`src/rtl/resize_pkg.sv`:
```
// Shared constants and state encoding for the resize output packer.
//   PIX_W  : pixel width (packed RGB888)
//   W_BITS : width of the output-width configuration and x counter
//   H_BITS : width of the output-height configuration and y counter
package resize_pkg;
  localparam int PIX_W  = 24;
  localparam int W_BITS = 12;
  localparam int H_BITS = 11;

  typedef enum logic [1:0] {
    ST_IDLE = 2'd0,
    ST_RUN  = 2'd1,
    ST_ERR  = 2'd2
  } state_t;
endpackage

```
`src/rtl/resize_axis_packer_if.sv`:
```
// AXI4-Stream video bus (tuser = SOF, tlast = EOL).
//   master : drives tdata/tvalid/tuser/tlast, samples tready
//   slave  : samples tdata/tvalid/tuser/tlast, drives tready
interface resize_axis_packer_if #(
  parameter int W = 24
);
  logic [W-1:0] tdata;
  logic         tvalid;
  logic         tready;
  logic         tuser;
  logic         tlast;

  modport master (output tdata, tvalid, tuser, tlast, input tready);
  modport slave  (input tdata, tvalid, tuser, tlast, output tready);
endinterface

```
`src/rtl/sync_fifo_fwft.sv`:
```
// Synchronous first-word-fall-through FIFO.
//   clk/reset : clock, synchronous active-high reset
//   flush     : synchronous empty, same effect as reset
//   wr_en/wr_data : write request; accepted when not full, or when full
//                   and a read happens in the same cycle
//   rd_en     : pop the head word (ignored when empty)
//   rd_data   : head word, valid whenever empty is low
//   full/empty/count : occupancy status
module sync_fifo_fwft #(
  parameter int DEPTH = 16,
  parameter int WIDTH = 24,
  localparam int AW   = $clog2(DEPTH)
) (
  input  logic             clk,
  input  logic             reset,
  input  logic             flush,
  input  logic             wr_en,
  input  logic [WIDTH-1:0] wr_data,
  input  logic             rd_en,
  output logic [WIDTH-1:0] rd_data,
  output logic             full,
  output logic             empty,
  output logic [AW:0]      count
);
  logic [WIDTH-1:0] mem [DEPTH];
  logic [AW-1:0]    wr_ptr, rd_ptr;
  logic             wr_ok, rd_ok;

  assign full    = (count == (AW+1)'(DEPTH));
  assign empty   = (count == '0);
  assign rd_data = mem[rd_ptr];
  assign rd_ok   = rd_en && !empty;
  // at full the slot being written is the one freed by the same-cycle read
  assign wr_ok   = wr_en && (!full || rd_ok);

  always_ff @(posedge clk) begin
    if (wr_ok) mem[wr_ptr] <= wr_data;
  end

  always_ff @(posedge clk) begin
    if (reset || flush) begin
      wr_ptr <= '0;
      rd_ptr <= '0;
      count  <= '0;
    end else begin
      if (wr_ok) wr_ptr <= wr_ptr + 1'b1;
      if (rd_ok) rd_ptr <= rd_ptr + 1'b1;
      case ({wr_ok, rd_ok})
        2'b10:   count <= count + 1'b1;
        2'b01:   count <= count - 1'b1;
        default: count <= count;
      endcase
    end
  end
endmodule

```
`src/rtl/resize_axis_packer.sv`:
```
// Packs the resize stage's free-running pixel stream into an AXI4-Stream
// video stream (tuser = SOF, tlast = EOL) behind a small skid FIFO.
//   clk, reset     : clock, synchronous active-high reset
//   enable         : permits a new frame to start from IDLE
//   out_width/out_height : frame geometry, latched at frame start
//   frame_restart  : abort frame, flush FIFO, clear overflow
//   valid_i/data_i : input pixels, no back-pressure
//   m_axis         : AXI4-Stream master
//   afull          : FIFO occupancy >= AFULL_LEVEL
//   overflow       : sticky, a pixel was dropped
//   frame_done     : pulse after the final pixel of a frame transfers
module resize_axis_packer
  import resize_pkg::*;
#(
  parameter int FIFO_DEPTH  = 16,
  parameter int AFULL_LEVEL = 12,
  parameter int PIX_W       = resize_pkg::PIX_W
) (
  input  logic                clk,
  input  logic                reset,
  input  logic                enable,
  input  logic [W_BITS-1:0]   out_width,
  input  logic [H_BITS-1:0]   out_height,
  input  logic                frame_restart,
  input  logic                valid_i,
  input  logic [PIX_W-1:0]    data_i,
  resize_axis_packer_if.master m_axis,
  output logic                afull,
  output logic                overflow,
  output logic                frame_done
);
  localparam int AW = $clog2(FIFO_DEPTH);

  state_t             state;
  logic [W_BITS-1:0]  w_lat, x_cnt, w_last;
  logic [H_BITS-1:0]  h_lat, y_cnt, h_last;
  logic [PIX_W-1:0]   rd_data;
  logic [AW:0]        count;
  logic               full, empty, xfer, wr_en, drop, at_eol, at_eof;

  sync_fifo_fwft #(.DEPTH(FIFO_DEPTH), .WIDTH(PIX_W)) u_fifo (
    .clk     (clk),
    .reset   (reset),
    .flush   (frame_restart),
    .wr_en   (wr_en),
    .wr_data (data_i),
    .rd_en   (xfer),
    .rd_data (rd_data),
    .full    (full),
    .empty   (empty),
    .count   (count)
  );

  // a zero geometry wraps to all-ones here, which is the intended max-value treatment
  assign w_last = w_lat - 1'b1;
  assign h_last = h_lat - 1'b1;
  assign at_eol = (x_cnt == w_last);
  assign at_eof = at_eol && (y_cnt == h_last);

  assign xfer  = m_axis.tvalid && m_axis.tready;
  assign wr_en = (state == ST_RUN) && valid_i;
  assign drop  = (state == ST_RUN) && valid_i && full && !xfer;

  // sideband gated by tvalid so the idle bus reads all-zero
  assign m_axis.tvalid = !empty;
  assign m_axis.tdata  = empty ? '0 : rd_data;
  assign m_axis.tuser  = !empty && (x_cnt == '0) && (y_cnt == '0);
  assign m_axis.tlast  = !empty && at_eol;

  assign afull = (count >= (AW+1)'(AFULL_LEVEL));

  always_ff @(posedge clk) begin
    if (reset) begin
      state      <= ST_IDLE;
      w_lat      <= '0;
      h_lat      <= '0;
      x_cnt      <= '0;
      y_cnt      <= '0;
      overflow   <= 1'b0;
      frame_done <= 1'b0;
    end else if (frame_restart) begin
      state      <= ST_IDLE;
      x_cnt      <= '0;
      y_cnt      <= '0;
      overflow   <= 1'b0;
      frame_done <= 1'b0;
    end else begin
      frame_done <= 1'b0;
      if (xfer) begin
        if (at_eol) begin
          x_cnt <= '0;
          y_cnt <= (y_cnt == h_last) ? '0 : y_cnt + 1'b1;
        end else begin
          x_cnt <= x_cnt + 1'b1;
        end
      end
      case (state)
        ST_IDLE: if (enable) begin
          // counter clear here overrides any leftover drain transfer
          state <= ST_RUN;
          w_lat <= out_width;
          h_lat <= out_height;
          x_cnt <= '0;
          y_cnt <= '0;
        end
        ST_RUN: begin
          if (xfer && at_eof) begin
            state      <= ST_IDLE;
            frame_done <= 1'b1;
          end else if (drop) begin
            state    <= ST_ERR;
            overflow <= 1'b1;
          end
        end
        ST_ERR:  ;
        default: state <= ST_IDLE;
      endcase
    end
  end
endmodule

```
`src/flat_wrapper.sv`:
```
// flat-port wrapper written by rule: the top's interface ports become plain ports
module resize_axis_packer_flat import resize_pkg::*;
#(
  parameter int FIFO_DEPTH  = 16,
  parameter int AFULL_LEVEL = 12,
  parameter int PIX_W       = resize_pkg::PIX_W
)
  (clk, reset, enable, out_width, out_height, frame_restart, valid_i, data_i, afull, overflow, frame_done, m_axis_tdata, m_axis_tvalid, m_axis_tuser, m_axis_tlast, m_axis_tready);
  resize_axis_packer_if #(.W(24)) m_axis_i ();
  input  logic clk;
  input  logic reset;
  input  logic enable;
  input  logic [W_BITS-1:0] out_width;
  input  logic [H_BITS-1:0] out_height;
  input  logic frame_restart;
  input  logic valid_i;
  input  logic [PIX_W-1:0] data_i;
  output logic afull;
  output logic overflow;
  output logic frame_done;
  output wire logic [$bits(m_axis_i.tdata)-1:0] m_axis_tdata;
  output wire logic [$bits(m_axis_i.tvalid)-1:0] m_axis_tvalid;
  output wire logic [$bits(m_axis_i.tuser)-1:0] m_axis_tuser;
  output wire logic [$bits(m_axis_i.tlast)-1:0] m_axis_tlast;
  input wire logic [$bits(m_axis_i.tready)-1:0] m_axis_tready;
  assign m_axis_tdata = m_axis_i.tdata;
  assign m_axis_tvalid = m_axis_i.tvalid;
  assign m_axis_tuser = m_axis_i.tuser;
  assign m_axis_tlast = m_axis_i.tlast;
  assign m_axis_i.tready = m_axis_tready;
  resize_axis_packer #(.FIFO_DEPTH(FIFO_DEPTH), .AFULL_LEVEL(AFULL_LEVEL), .PIX_W(PIX_W)) u_core (.clk(clk), .reset(reset), .enable(enable), .out_width(out_width), .out_height(out_height), .frame_restart(frame_restart), .valid_i(valid_i), .data_i(data_i), .m_axis(m_axis_i), .afull(afull), .overflow(overflow), .frame_done(frame_done));
endmodule
```
`config.mk`:
```
export PLATFORM = sky130hd
export DESIGN_NAME = resize_axis_packer_flat
export DESIGN_NICKNAME = d
export VERILOG_FILES = /design/src/rtl/resize_pkg.sv /design/src/rtl/resize_axis_packer_if.sv /design/src/rtl/sync_fifo_fwft.sv /design/src/rtl/resize_axis_packer.sv /design/src/flat_wrapper.sv
export SDC_FILE = /design/constraint.sdc
export NUM_CORES = 1
export LEC_CHECK = 0
export ABC_AREA = 1
export CAP_MARGIN = 20
export CORE_AREA = 8 8 238 240
export DETAILED_ROUTE_END_ITERATION = 10
export DIE_AREA = 0 0 246 248
export PLACE_DENSITY_LB_ADDON = 0.2
export SETUP_SLACK_MARGIN = 0.02
export SYNTH_ARGS = -nofsm -noshare
export SYNTH_HDL_FRONTEND = slang
export SYNTH_SLANG_ARGS = --single-unit
```
`constraint.sdc`:
```
create_clock -name clk -period 4 [get_ports clk]
set_clock_uncertainty 0.15 [all_clocks]
set_input_delay 0.6 -clock clk [delete_from_list [all_inputs] [get_ports clk]]
set_output_delay 0.6 -clock clk [all_outputs]
set_load 0.02 [all_outputs]
```
==> qor_table.md, run 1 <==
| Quantity | Reported | Unit |
|:---|:---|:---|
| Final count of hold timing violations | 0 | - |
| Most instantiated cells after synthesis | edfxtp_1, nor2_1, o21ai_0 | - |
| Placed instance count | 2,475 | - |
| Routed vias/inst | 5.30 | - |
| Internal Pwr Total | 8.01 | mW |
| CTS sink cnt | 451 | - |
| Critical setup path kind | reg2out | - |
| DPL Wire Length | 31,500 | µm |
| CTS H-tree depth | 2 | - |
| Non-Filler Instances | 2,570 | - |
| Starting density of the core | 36.3 | % |
| Number of buffers added by the clock tree synthesis step | 50 | - |
| Total Power | 10.5 | mW |
| Wire length reported by the detailed router | 51,400 | µm |
| Number of diodes added for antenna fixing | 0 | - |
| Ports | 83 | - |
| Iteration-0 DRC Markers | 1,157 | - |
| Net Sw Frac | 23.7 | % |
| Cell-by-cell listing of the critical path | inv_6, buf_12, buf_4, o21ai_0, o221ai_1, nand3_1, a21oi_1, clkdlybuf4s50_1 | - |
| Flop pwr share | 49.0 | % |
| Total of max-cap violations | 0 | - |
| Final ANT Viol Nets | 0 | - |
| Area share of the largest cell type after synthesis | 59.9 | % |
| Reported leakage power | 7.88 | nW |
| Clock period minus final worst setup slack | 3780 | ps |
| Global-route wire length before repair | 78,600 | µm |
| Number of search-and-repair iterations in the first detailed-routing pass | 5 | - |
| Chip height | 248 | µm |
| Number of flops mapped to enable cells by yosys | 384 | - |
| Std-Cell Core Area | 53,100 | µm² |
| Wire length per cell after detailed routing | 20.0 | µm |
| Status | finished clean | - |
| Post-synthesis average cell area | 11.1 | µm² |
| Kind of start point of the critical path | flop | - |
| Total congestion overflow | 0 | - |
| Worst-case headroom to the max-slew limit | 52.3 | % |
| DRC violation count after routing | 0 | - |
| Number of placement rows | 85 | - |
| Worst-path clk slew | 60 | ps |
| Post-synthesis instance total | 1,733 | - |
| Growth of design area from synthesis to finish | 19.4 | % |
| Vias after detailed routing | 13,631 | - |
| Top cells by area, synth | edfxtp_1, dfxtp_1, nor2_1 | - |
| Net count after synthesis | 1,801 | - |
| Worst supply voltage drop on vdd | 0.000331 | V |
| Required time of the worst setup path | 3250 | ps |
| Clock latency of the later-clocked register in the worst-skew pair | 600 | ps |
| Capturing element type of the critical path | primary output | - |
| Count of state elements after synthesis | 451 | - |
| Final Slew Violations | 0 | - |
| Post-synthesis sequential area ratio | 66.9 | % |
| Maximum count of clock buffers along a single path | 3 | - |
| Number of global-route vias before repair | 13,333 | - |
| Horiz. Die Dim | 246 | µm |
| Share of cells above drive strength 1 | 9.82 | % |
| Leading cell type by number of instances after synthesis | edfxtp_1 | - |
| Library cell occupying the most area in the post-synthesis netlist | edfxtp_1 | - |
| Setup TNS | 0 | ps |
| Async set-or-reset flop fraction in the synthesized netlist | 0 | % |
| IO Port Bufs | 82 | - |
| Worst Max-Slew Pin Slew | 716 | ps |
| Total GRT Usage | 16.6 | % |
| Largest fanout of any net on the critical path | 34 | - |
| Prevailing post-synth register cell | edfxtp_1 | - |
| Number of library cell types mapped by synthesis | 43 | - |
| Total number of yosys warnings | 0 | - |
| Largest stage delay on the critical path | 680 | ps |
| Post-route fraction of the period consumed by the critical path | 94.4 | % |
| Number of buffer and inverter stages on the critical path | 4 | - |
| RSZ-0062 raised after global routing | no | - |
| Largest net degree at the start of global routing | 61 | - |
| Cell family with the largest share of critical-path delay | buffers and inverters | - |
| Placer congestion estimate | 0.861 | - |
| Buffer cell driving the clock tree root | clkbuf_16 | - |
| Max Fclk | 265 | MHz |
| Mapped Area | 19,200 | µm² |
| Power density relative to cell area | 457 | nW/µm² |
| Hold-fix buffers, CTS | 0 | - |
| Slowest cell on the critical path | clkdlybuf4s50_1 | - |
| Finish-stage setup viols | 0 | - |
| CTS tree | done | - |
| Net switching power figure | 2.50 | mW |
| Worst min-delay path category | reg2reg | - |
| Clock power frac | 42.5 | % |
| Number of antenna violations at the first check in global routing | 0 | - |
| CP Data Arrival Time | 3030 | ps |
| Die outline area | 61,000 | µm² |
| Number of nets in the layout | 1,901 | - |
| Portion of total power attributed to combinational logic | 8.4 | % |
-- path summary, 6_finish.rpt --
kind	slack [ps]	end	cells after the start	start
worst max-delay path	220	m_axis_tdata[23]	8	flop
worst min-delay path	330	u_core.w_lat[11]	2	u_core.w_lat[11]
worst max register to register	1590	u_core.u_fifo.mem[14][4]	8	u_core.state[0]
worst min register to register	330	u_core.w_lat[11]	2	u_core.w_lat[11]
-- power groups by stage --
stage | combinational, mW | clock [mW] | sequential, mW
floorplan | 0.524 | 0 | 5.24
global placement | 0.873 | 0 | 5.25
detailed placement | 0.882 | 0 | 5.25
CTS | 0.887 | 4.57 | 5.15
global route | 0.982 | 4.74 | 5.15
finish | 0.886 | 4.47 | 5.15
-- cell type report --
type | instances | area [µm²]
timing repair buffer | 135 | 1460
clock buffer | 73 | 1400
clock inverter | 20 | 208
multi-input combinational | 1097 | 5800
fill | 4920 | 30100
sequential | 451 | 12900
tap | 696 | 871
inverter | 98 | 373
-- cells by family (layout without fill, tap and decap cells) --
| group | count (synthesis) | count (layout) | synth area share (%) |
|---|---|---|---|
| xor+xnor | 23 | 23 | 1.22 |
| flops | 451 | 451 | 66.9 |
| simple gates | 670 | 670 | 15.2 |
| buf+inv | 185 | 326 | 3.64 |
| compound gates | 389 | 389 | 12.0 |
| fa+ha+maj | 15 | 15 | 1.01 |
-- timing repair --
item / 4_1_cts / 5_1_grt
cloned: 0 / 0
setup buffers: 0 / 1
setup endpoints to repair: 1 / 15
resized for setup: 1 / 5
-- worst register-to-register path, stage by stage, from the launching register on --
cell	delay [ps]
dfxtp_1	320
inv_1	50
nor2_1	170
nand2_1	110
nor2_1	120
buf_4	150
nand2_1	240
nor2_4	490
buf_4	300
-- metrics by stage --
stage	util (%)	area, µm²	setup WS (ps)	hold WS (ps)
floorplan	-	19200	1200	303
global placement	40.2	21300	654	314
detailed placement	40.2	21300	659	323
CTS	43.2	22900	39.8	329
global route	43.3	23000	51.2	359
finish	43.3	23000	224	329
-- layout by cell type, fill, tap and decap left out, types with 5 or more instances in the layout --
cell type / netlist / routed
a211oi_1: 17 / 17
a21oi_1: 54 / 54
buf_12: 0 / 17
buf_4: 0 / 34
clkbuf_1: 80 / 18
clkbuf_16: 0 / 51
clkdlybuf4s50_1: 0 / 80
clkinv_1: 3 / 10
clkinv_2: 0 / 5
dfxtp_1: 67 / 64
edfxtp_1: 384 / 384
ha_1: 14 / 13
inv_1: 90 / 87
inv_2: 5 / 7
nand2_1: 178 / 178
nand2_2: 7 / 7
nand3_1: 99 / 99
nand4_1: 19 / 19
nor2_1: 327 / 311
nor2_2: 6 / 6
nor2_4: 7 / 23
nor3_1: 6 / 6
o21ai_0: 214 / 214
o221ai_1: 76 / 76
o22ai_1: 20 / 20
xnor2_1: 6 / 6
xor2_1: 14 / 14
-- registers in the layout (all words and copies together) (netlist names), 2 cells and up, named ones only --
| register | cells |
|---|---|
| u_core.x_cnt | 12 |
| u_core.u_fifo.mem | 384 |
| u_core.u_fifo.count | 5 |
| u_core.h_lat | 11 |
| u_core.u_fifo.rd_ptr | 4 |
| u_core.y_cnt | 11 |
| u_core.w_lat | 12 |
| u_core.state | 2 |
| u_core.u_fifo.wr_ptr | 4 |
-- metal layers --
metal / up-vias / track usage (%) / wire length, µm
met4: 0 / 6.05 / 1440
met2: 341 / 27.0 / 24300
met3: 90 / 2.88 / 2560
met1: 6754 / 22.1 / 23100
li1: 6446 / - / -
met5: - / 0 / 0
No activity file was read; power rests on OpenSTA's default activity.
==> run 2: changes to the inputs <==
- GPL_TIMING_DRIVEN: default -> 0
- clock period: 4 -> 4.7 ns (I/O delays scaled with it)
==> qor_table.md, run 2 (synthesis results as in run 1) <==
| Quantity | Reported | Unit | vs previous |
|:---|:---|:---|:---|
| DRC violation count after routing | 0 | - | unchanged |
| Flop pwr share | 48.8 | % | was 49.0% |
| Worst min-delay path category | reg2reg | - | unchanged |
| Clock power frac | 42.4 | % | was 42.5% |
| Number of nets in the layout | 1,948 | - | was 1,901 |
| Placer congestion estimate | 0.829 | - | was 0.861 |
| Wire length reported by the detailed router | 58,900 | µm | was 51,400 µm |
| Placed cell areas | 21,400 | µm² | was 21,300 µm² |
| IO Port Bufs | 82 | - | unchanged |
| Final instance area | 23,000 | µm² | about the same |
| Horiz. Die Dim | 246 | µm | unchanged |
| Largest fanout of any net on the critical path | 10 | - | was 34 |
| Peak-usage layer in the global routing report | met2 | - | unchanged |
| Std-Cell Core Area | 53,100 | µm² | unchanged |
| Reported leakage power | 7.79 | nW | was 7.88 nW |
| Vias after detailed routing | 14,142 | - | was 13,631 |
| Number of global-route vias before repair | 13,964 | - | was 13,333 |
| CTS tree | done | - | unchanged |
| CTS H-tree depth | 2 | - | unchanged |
| DPL Wire Length | 39,600 | µm | was 31,500 µm |
| Leading registers by flop count | u_core.u_fifo.mem (384), u_core.w_lat (12), u_core.x_cnt (12) | - | unchanged |
| Global Route met3 Usage | 3.43 | % | was 2.88% |
| Iteration-0 DRC Markers | 1,375 | - | was 1,157 |
| Kind of start point of the critical path | flop | - | unchanged |
| Final count of hold timing violations | 0 | - | unchanged |
| Wire length per cell after detailed routing | 22.5 | µm | was 20.0 µm |
| Worst setup path endpoint | m_axis_tdata[19] | - | was m_axis_tdata[23] |
| Portion of total power attributed to combinational logic | 8.8 | % | was 8.4% |
| RSZ-0062 raised after global routing | no | - | unchanged |
| Total GRT Usage | 19.0 | % | was 16.6% |
| Hold-fix buffers, CTS | 0 | - | unchanged |
| Worst-case headroom to the max-slew limit | 26.7 | % | was 52.3% |
| Max Fclk | 220 | MHz |  |
| Largest net degree at the start of global routing | 25 | - | was 61 |
| CTS sink cnt | 451 | - | unchanged |
| Final Slew Violations | 0 | - | unchanged |
| Number of search-and-repair iterations in the first detailed-routing pass | 5 | - | unchanged |
| Most frequent cells in the layout | edfxtp_1, nor2_1, o21ai_0 | - | unchanged |
| Worst-path clk slew | 60 | ps | about the same |
| Clock period minus final worst setup slack | 4560 | ps |  |
| Number of diodes added for antenna fixing | 0 | - | unchanged |
| Routed vias/inst | 5.41 | - | was 5.30 |
| Clock latency of the later-clocked register in the worst-skew pair | 590 | ps | was 600 ps |
| Total of max-cap violations | 0 | - | unchanged |
| Flip-flop count of the largest register, all copies and words added | 384 | - | unchanged |
| Final ANT Viol Nets | 0 | - | unchanged |
| Global-route wire length before repair | 86,700 | µm | was 78,600 µm |
| R2r endpoint | u_core.u_fifo.mem[2][21] | - | was u_core.u_fifo.mem[14][4] |
| Finish-stage setup viols | 0 | - | unchanged |
| Setup TNS | 0 | ps | unchanged |
| Worst Max-Slew Pin Slew | 1100 | ps | was 716 ps |
| Footprint of the multi-input gates | 5800 | µm² | about the same |
| Largest reg by FF count | u_core.u_fifo.mem | - | unchanged |
| Reg-to-reg setup timing slack | 1800 | ps | was 1590 ps |
| Capturing element type of the critical path | primary output | - | unchanged |
| Power density relative to cell area | 391 | nW/µm² | was 457 nW/µm² |
| Cells on worst reg2reg path | 6 | - | was 8 |
| Layout filler cell count | 4,946 | - | was 4,920 |
| Critical setup path kind | reg2out | - | unchanged |
| Status | finished clean | - | unchanged |
| Number of antenna violations at the first check in global routing | 0 | - | unchanged |
| Launch instance of the worst register-to-register path | u_core.state[0] | - | unchanged |
| Met1 Usage GRT | 24.8 | % | was 22.1% |
| GRT met2 Usage | 31.4 | % | was 27.0% |
| Die outline area | 61,000 | µm² | unchanged |
| Total area of sequential cells | 12,900 | µm² | about the same |
| Chip height | 248 | µm | unchanged |
| Net Sw Frac | 24.1 | % | was 23.7% |
| CP Data Arrival Time | 3700 | ps | was 3030 ps |
| Growth of design area from synthesis to finish | 19.5 | % | was 19.4% |
| Starting density of the core | 36.3 | % | unchanged |
| Total congestion overflow | 0 | - | unchanged |
| Number of placement rows | 85 | - | unchanged |
| Worst supply voltage drop on vdd | 0.000285 | V | was 0.000331 V |
| Net switching power figure | 2.16 | mW | was 2.50 mW |
| Ports | 83 | - | unchanged |
| Maximum count of clock buffers along a single path | 3 | - | unchanged |
| Post-route fraction of the period consumed by the critical path | 96.9 | % |  |
| Share of cells above drive strength 1 | 8.55 | % | was 9.82% |
| Internal Pwr Total | 6.82 | mW | was 8.01 mW |
| Buffer cell driving the clock tree root | clkbuf_16 | - | unchanged |
| Number of buffers added by the clock tree synthesis step | 49 | - | was 50 |
| Most common cell after layout, fill and taps aside | edfxtp_1 | - | unchanged |
| Required time of the worst setup path | 3850 | ps | was 3250 ps |
[run 2: routing by layer]
layer	routed length (µm)	part of all wire (%)
met1	25500	43
met2	27500	47
met3	4100	7.0
met4	1850	3.1
met5	0	0
[run 2: critical path: stages, from the launching register on]
cell	delay, ps
dfxtp_1	360
buf_2	220
inv_1	120
buf_2	260
clkbuf_1	590
nor2_1	80
o221ai_1	240
nand3_1	160
a21oi_1	370
clkdlybuf4s50_1	700
[run 2: power by group through the flow]
stage / Sequential [mW] / Clock (mW) / Combinational [mW]
4_1_cts: 4.38 / 3.86 / 0.792
5_1_grt: 4.38 / 4.01 / 0.864
3_5_place_dp: 4.47 / 0 / 0.789
2_1_floorplan: 4.46 / 0 / 0.446
3_3_place_gp: 4.47 / 0 / 0.775
6_report: 4.38 / 3.81 / 0.793
[run 2: worst min path at each step]
stage,startpoint,to,slack [ps],depth (start not counted)
2_1_floorplan,u_core.w_lat[11],u_core.w_lat[11],300,2
3_5_place_dp,u_core.w_lat[11],u_core.w_lat[11],320,2
4_1_cts,u_core.w_lat[11],u_core.w_lat[11],330,2
6_report,u_core.overflow,u_core.overflow,330,2
5_1_grt,u_core.overflow,u_core.overflow,360,2
3_3_place_gp,u_core.state[1],u_core.state[1],310,2
[run 2: through the flow]
| step | util, % | setup WS (ps) | hold WS, ps | power (mW) | cells |
|---|---|---|---|---|---|
| finish | 43.3 | 144 | 328 | 8.98 | 2615 |
| global route | 43.3 | 45.7 | 364 | 9.26 | 2615 |
| CTS | 43.3 | 30.4 | 332 | 9.03 | 2615 |
| detailed placement | 40.3 | 385 | 324 | 5.25 | 2526 |
| global placement | 39.5 | -483 | 314 | 5.24 | 2511 |
| floorplan | - | 1790 | 303 | 4.91 | 1733 |
[run 2: cell type report]
class | instances | area share (%)
clock buffer | 63 | 5.56
inverter | 98 | 1.60
multi-input combinational | 1097 | 25.2
sequential | 451 | 56.0
tap | 696 | 3.79
buffer | 86 | 1.52
timing repair buffer | 97 | 5.07
clock inverter | 27 | 1.28
[run 2: what timing repair did]
action | 4_1_cts | 5_1_grt
pin swaps | 0 | 0
buffers inserted | 0 | 0
resized for setup | 8 | 17
endpoints found under the setup margin | 23 | 10
==> run 3: changes to the inputs <==
- SKIP_LAST_GASP: default -> 1
==> results of run 3 <==
The final DEF is identical to that of run 2; final timing and power are the same.
